File: src/rtl/inst_fetch_pkg.sv
// ============================================================================
//  Module      : inst_fetch_pkg
//  Description : Shared widths, fetch FSM state type, queue entry type and
//                PC helper for the instruction fetch unit. Optional feature
//                macro used by the fetch unit: IF_ALIGN_CHECK_EN.
//  Revision    : 1.0 - initial release
// ============================================================================
`default_nettype none

`ifndef INST_ADDR_WIDTH
`define INST_ADDR_WIDTH 32
`endif
`ifndef INST_DATA_WIDTH
`define INST_DATA_WIDTH 32
`endif
`ifndef INST_NUM_LOG2
`define INST_NUM_LOG2 10
`endif
`ifndef PC_STEP
`define PC_STEP 4
`endif

package inst_fetch_pkg;

    localparam int ADDR_W  = `INST_ADDR_WIDTH;
    localparam int DATA_W  = `INST_DATA_WIDTH;
    localparam int PC_STEP = `PC_STEP;

    typedef enum logic [1:0] {
        S_RESET = 2'd0,
        S_FETCH = 2'd1,
        S_FULL  = 2'd2,
        S_ERR   = 2'd3
    } fetch_state_e;

    typedef struct packed {
        logic [ADDR_W-1:0] pc;
        logic [DATA_W-1:0] inst;
    } fetch_entry_t;

    // Force a byte address onto a word boundary.
    function automatic logic [ADDR_W-1:0] align_pc(input logic [ADDR_W-1:0] a);
        return {a[ADDR_W-1:2], 2'b00};
    endfunction

endpackage

`default_nettype wire

File: src/rtl/inst_fetch_fifo.sv
// ============================================================================
//  Module      : inst_fifo
//  Description : Synchronous FIFO of {pc, inst} entries. Clear wins over push
//                and pop; a push into a full queue is accepted only when a pop
//                frees a slot in the same cycle. Head reads as zero when empty.
//  Revision    : 1.0 - initial release
// ============================================================================
`default_nettype none

module inst_fifo
    import inst_fetch_pkg::*;
#(
    parameter int DEPTH = 2
) (
    input  logic                       clk,
    input  logic                       rst,
    input  logic                       push,
    input  logic                       pop,
    input  logic                       clear,
    input  fetch_entry_t               push_data,
    output fetch_entry_t               head_data,
    output logic                       full,
    output logic                       empty,
    output logic [$clog2(DEPTH):0]     count
);

    localparam int PTR_W = $clog2(DEPTH);
    localparam int CNT_W = PTR_W + 1;

    fetch_entry_t       mem [DEPTH];
    logic [PTR_W-1:0]   wr_ptr;
    logic [PTR_W-1:0]   rd_ptr;
    logic               do_push;
    logic               do_pop;

    assign full    = (count == CNT_W'(DEPTH));
    assign empty   = (count == '0);
    assign do_pop  = pop && !empty;
    assign do_push = push && (!full || do_pop);
    assign head_data = empty ? '0 : mem[rd_ptr];

    // Entry storage; writes are suppressed while the queue is being cleared.
    always_ff @(posedge clk) begin
        if (rst && !clear && do_push) begin
            mem[wr_ptr] <= push_data;
        end
    end

    // Pointer and occupancy tracking; pointers wrap naturally at DEPTH.
    always_ff @(posedge clk) begin
        if (!rst || clear) begin
            wr_ptr <= '0;
            rd_ptr <= '0;
            count  <= '0;
        end else begin
            if (do_push) begin
                wr_ptr <= wr_ptr + 1'b1;
            end
            if (do_pop) begin
                rd_ptr <= rd_ptr + 1'b1;
            end
            count <= count + CNT_W'(do_push) - CNT_W'(do_pop);
        end
    end

endmodule

`default_nettype wire

File: src/rtl/inst_fetch.sv
// ============================================================================
//  Module      : inst_fetch
//  Description : Instruction fetch initiator. Owns the PC, drives the ROM
//                chip-enable/address, queues returned words with their PC and
//                hands them to decode over valid/ready. Branch redirects flush
//                the queue. Optional macro IF_ALIGN_CHECK_EN adds an
//                alignment error output and error state for bad redirects.
//  Revision    : 1.0 - initial release
// ============================================================================
`default_nettype none

module inst_fetch
    import inst_fetch_pkg::*;
#(
    parameter logic [ADDR_W-1:0] RESET_PC   = '0,
    parameter int                FIFO_DEPTH = 2
) (
    input  logic               clk,
    input  logic               rst,
    output logic               ce,
    output logic [ADDR_W-1:0]  addr,
    input  logic [DATA_W-1:0]  inst,
    input  logic               branch_flag,
    input  logic [ADDR_W-1:0]  branch_target,
    output logic               id_valid,
    input  logic               id_ready,
    output logic [DATA_W-1:0]  id_inst,
    output logic [ADDR_W-1:0]  id_pc
`ifdef IF_ALIGN_CHECK_EN
    ,
    output logic               if_addr_err
`endif
);

    localparam int CNT_W = $clog2(FIFO_DEPTH) + 1;

    fetch_state_e       state;
    fetch_state_e       state_nxt;
    logic [ADDR_W-1:0]  pc;
    logic [CNT_W-1:0]   count;
    logic [CNT_W-1:0]   count_after;
    logic               fifo_full;
    logic               fifo_empty;
    logic               pop;
    logic               issue;
    logic               redirect;
    logic               misaligned;
    fetch_entry_t       push_entry;
    fetch_entry_t       head_entry;

    assign id_valid   = !fifo_empty;
    assign pop        = id_valid && id_ready;
    assign redirect   = branch_flag && (state != S_RESET);
    assign misaligned = (branch_target[1:0] != 2'b00);
    assign ce         = issue;
    assign addr       = pc;
    assign push_entry = '{pc: pc, inst: inst};
    assign id_inst    = head_entry.inst;
    assign id_pc      = head_entry.pc;
    assign count_after = count + CNT_W'(issue) - CNT_W'(pop);

    inst_fifo #(
        .DEPTH (FIFO_DEPTH)
    ) u_fifo (
        .clk       (clk),
        .rst       (rst),
        .push      (issue),
        .pop       (pop),
        .clear     (redirect),
        .push_data (push_entry),
        .head_data (head_entry),
        .full      (fifo_full),
        .empty     (fifo_empty),
        .count     (count)
    );

    // Fetch state register.
    always_ff @(posedge clk) begin
        if (!rst) begin
            state <= S_RESET;
        end else begin
            state <= state_nxt;
        end
    end

    // Issue decision and next-state logic; a pop frees a slot for a refill.
    always_comb begin
        issue     = 1'b0;
        state_nxt = state;
        case (state)
            S_RESET: begin
                state_nxt = S_FETCH;
            end
            S_FETCH, S_FULL: begin
                issue = !branch_flag && (!fifo_full || pop);
                if (branch_flag) begin
`ifdef IF_ALIGN_CHECK_EN
                    state_nxt = misaligned ? S_ERR : S_FETCH;
`else
                    state_nxt = S_FETCH;
`endif
                end else if (count_after == CNT_W'(FIFO_DEPTH)) begin
                    state_nxt = S_FULL;
                end else begin
                    state_nxt = S_FETCH;
                end
            end
            S_ERR: begin
`ifdef IF_ALIGN_CHECK_EN
                if (branch_flag && !misaligned) begin
                    state_nxt = S_FETCH;
                end
`else
                state_nxt = S_FETCH;
`endif
            end
            default: begin
                state_nxt = S_RESET;
            end
        endcase
    end

    // Program counter: redirect beats sequential advance.
    always_ff @(posedge clk) begin
        if (!rst) begin
            pc <= RESET_PC;
        end else if (redirect) begin
`ifdef IF_ALIGN_CHECK_EN
            pc <= branch_target;
`else
            pc <= align_pc(branch_target);
`endif
        end else if (issue) begin
            pc <= pc + ADDR_W'(PC_STEP);
        end
    end

`ifdef IF_ALIGN_CHECK_EN
    // Sticky alignment error, updated by every redirect.
    always_ff @(posedge clk) begin
        if (!rst) begin
            if_addr_err <= 1'b0;
        end else if (redirect) begin
            if_addr_err <= misaligned;
        end
    end
`else
    logic unused_ok;
    assign unused_ok = misaligned;
`endif

endmodule

`default_nettype wire

File: config.mk
export PLATFORM = sky130hd
export DESIGN_NAME = inst_fetch
export DESIGN_NICKNAME = d
export VERILOG_FILES = /design/src/rtl/inst_fetch_pkg.sv /design/src/rtl/inst_fetch_fifo.sv /design/src/rtl/inst_fetch.sv
export SDC_FILE = /design/constraint.sdc
export NUM_CORES = 1
export LEC_CHECK = 0
export ABC_AREA = 0
export CAP_MARGIN = 10
export CORE_UTILIZATION = 35
export CTS_CLUSTER_DIAMETER = 40
export DETAILED_ROUTE_END_ITERATION = 12
export PLACE_DENSITY_LB_ADDON = 0.05
export SYNTH_ARGS = -nofsm -noshare
export SYNTH_HDL_FRONTEND = slang
export SYNTH_SLANG_ARGS = --single-unit
export TNS_END_PERCENT = 5
File: constraint.sdc
create_clock -name clk -period 11.78 [get_ports clk]
set_clock_uncertainty 0.05 [all_clocks]
set_input_delay 2.945 -clock clk [delete_from_list [all_inputs] [get_ports clk]]
set_output_delay 2.945 -clock clk [all_outputs]
set_load 0.01 [all_outputs]
==> run_results.csv <==
group,metric,value,unit
layout,nFillCells,1682,
synth,syn-cell-area,6710,µm²
synth,synth_top_family_by_area,"simple AND/OR/NAND/NOR gates",
floorplanning,placementRows,50,
synth,yosysWarningCount,0,
clock_tree,clockRootBuffer,"clkbuf_16",
worst_hold_path,hold_class,"register to register",
timing,maxSlewHeadroom,30.2,%
critical_path,path_cells,"clkdlybuf4s50_1 > nand2b_1 > nor2_1 > clkdlybuf4s50_1",
global_route,grtUsageMet2,28.3,%
drt,drtIter0Drc,135,
clock_tree,cts_sinks,161,
layout,layout_common_cells,"159 x clkdlybuf4s50_1, 124 x edfxtp_1, 80 x nor2_1",
clock_tree,htree_levels,4,
synth,synth_edf_count,124,
critical_path,crit_buf_inv,2,
pwr,vdd_drop_max,107,µV
floorplanning,die_x,140,µm
global_route,grt_use_total,16.6,%
critical_path,critPathKind,"input pin to output pin",
clock_tree,worstSkewPairLatency,0.42,ns
timing,setup_violations,0,
clock_tree,cts.path.max_buffers,2,
floorplanning,ios,166,
drt,drtAntennaViolNets,0,
placement,gp_congestion,0.797,
pwr,power_density,176,nW/µm²
critical_path,crit_family,"buffers and inverters",
global_route,grt.overflow.total,0,
timing,layout_min_cycle_time,7.58,ns
status,run_status,"completed",
timing,slew_viol_final,0,
floorplanning,die_area,19700,µm²
synth,synth-compound-area-share,5.71,%
layout,fin_area,9080,µm²
critical_path,critPathMaxFanout,9,
timing,rsz0062_at_grt,"false",
synth,synth_cell_types,42,
clock_tree,post_cts_buffers,0,
drt,num_vias,4500,
timing,tns,0,ns
placement,portBuffers,159,
clock_tree,cts_buffers,17,
timing,worst_slew_pin_slew,1.05,ns
timing,finalCritPeriodShare,64.3,%
drt,viasPerCell,4.91,
synth,netlist_instances,512,
layout,post-route-util,48.4,%
layout,fin_nets,744,
floorplanning,fp.dieH,140,µm
placement,hpwl,10300,µm
placement,dpl_cell_area,8540,µm²
layout,syn_to_final_growth,35.4,%
global_route,grt_pass1_wl,24400,µm
timing,hold_violations,0,
synth,synthFlopType,"edfxtp_1",
clock_tree,cts.clk_slew.worst_paths,0.06,ns
critical_path,slowest_delay,0.57,ns
synth,yosys.area_share.simple,12.2,%
critical_path,critical_path.most_common_cell,"clkdlybuf4s50_1",
synth,synth_xor_area_share,2.61,%
layout,multi_input_area,2120,µm²
layout,drive_gt1_share,7.03,%
clock_tree,cts_tree,"yes",
global_route,grt_pass1_vias,4447,
global_route,use_met1,20.6,%
synth,synthMuxAreaShare,9.40,%
critical_path,arrival,4.58,ns
critical_path,start_kind,"input pin",
global_route,grt_start_max_net_pins,63,
synth,async_reset_ff_share,0,%
global_route,grt-busiest-layer,"met2",
clock_tree,cts_resized,0,
layout,regArea,4470,µm²
critical_path,cp_slowest_cell,"clkdlybuf4s50_1",
synth,yosys_register_bits,161,
layout,diodes,0,
drt,routed_wl,15900,µm
run,drv_cap,0,
pwr,leakagePower,2.98,nW
layout,layout_commonest_cell,"clkdlybuf4s50_1",
timing,fmax,0.132,GHz
clock_tree,ctsHoldBuffers,0,
pwr,total_power,1.60,mW
critical_path,cp-end-kind,"output pin",
floorplanning,initial_utilization,35.7,%
floorplanning,fp.coreArea,18800,µm²
synth,ys_seq_area_share,66.6,%
drt,dr.pass1.iters,4,
global_route,grt_use_met3,4.38,%
global_route,antenna_found_initial,0,
synth,synthAdderAreaFrac,1.12,%
synth,postSynthAreaPerCell,13.1,µm²
drt,wire_per_inst,17.3,µm
drt,drcViolationCount,0,
critical_path,crit_required,8.79,ns
## kinds of logic (layout without fill, tap and decap cells)
| kind of cell | after synthesis | count (layout) |
|---|---|---|
| flip-flops | 161 | 161 |
| AND/OR/NAND/NOR | 160 | 160 |
| AO/OA/AOI/OAI | 64 | 64 |
| multiplexers | 63 | 63 |
| buffers and inverters | 37 | 205 |
| XOR/XNOR | 20 | 20 |
| adder cells (fa/ha/maj) | 6 | 6 |
| other | 1 | 4 |
## worst min-delay path: stages (launching register included)
cell,delay [ns]
dfxtp_1,0.32
xnor2_1,0.09
nor2_1,0.08
## per-stage QoR
stage	cells	hold slack [ns]	worst slack, ns
floorplan	515	0.431	1.78
global placement	885	0.447	4.22
detailed placement	885	0.460	4.23
CTS	917	0.475	4.22
global route	917	0.493	4.12
finish	917	0.469	4.20
## sequential cells by signal (all words and copies together), names as in the netlist, named ones only
signal / count
addr: 30
u_fifo.wr_ptr: 1
u_fifo.count: 2
state: 2
u_fifo.rd_ptr: 1
u_fifo.mem: 124
## layer usage
metal / vias up / share of wire, %
li1: 2203 / -
met1: 2158 / 45
met2: 124 / 50
met3: 15 / 4.5
met4: 0 / 0.98
met5: - / 0
## synth_stat cells, types with 2 or more instances
library cell | instances | area share (%)
ha_1 | 6 | 1.1
or4_1 | 2 | 0.22
edfxtp_1 | 124 | 56
and2_1 | 4 | 0.37
a211oi_1 | 6 | 0.67
and3_1 | 7 | 0.65
nand4_1 | 10 | 0.93
nor4_2 | 2 | 0.37
nor3_1 | 4 | 0.30
inv_1 | 9 | 0.50
and4_1 | 3 | 0.39
clkbuf_1 | 23 | 1.3
buf_4 | 4 | 0.45
dfxtp_1 | 37 | 11
xnor2_1 | 9 | 1.2
or3_1 | 3 | 0.28
o21ai_0 | 24 | 1.8
a31oi_1 | 7 | 0.65
a21oi_1 | 16 | 1.2
a311oi_1 | 2 | 0.26
nand2b_1 | 4 | 0.37
nand2_1 | 17 | 0.95
mux2i_1 | 63 | 9.4
xor2_1 | 11 | 1.4
nor2_1 | 81 | 4.5
o31ai_1 | 2 | 0.22
a2bb2oi_1 | 4 | 0.52
nand3_1 | 12 | 0.90
nor4_1 | 3 | 0.28
## power breakdown
| group | internal, mW | total (mW) | leakage [nW] | switching [mW] |
|---|---|---|---|---|
| clock network | 0.273 | 0.500 | 0.250 | 0.228 |
| registers | 0.647 | 0.683 | 1.44 | 0.0361 |
| logic | 0.213 | 0.413 | 1.29 | 0.200 |
## final cells by class
class,instances,share of cell area (%)
Clock buffer,19,4.77
Clock inverter,13,1.17
Inverter,9,0.372
Multi-Input combinational cell,317,23.3
Tap cell,234,3.22
Sequential cell,161,49.2
Timing Repair Buffer,164,17.9
## path summary, 6_finish.rpt
path / endpoint / startpoint / slack (ns) / depth (start not counted)
min reg2reg: register / u_fifo.rd_ptr$_SDFFE_PP0N_ / 0.47 / 2
min: register / u_fifo.rd_ptr$_SDFFE_PP0N_ / 0.47 / 2
max: ce / branch_flag / 4.20 / 4
max reg2reg: state[0]$_SDFF_PN0_ / u_fifo.count[0]$_SDFF_PP0_ / 8.68 / 11
No activity file was read; power rests on OpenSTA's default activity.
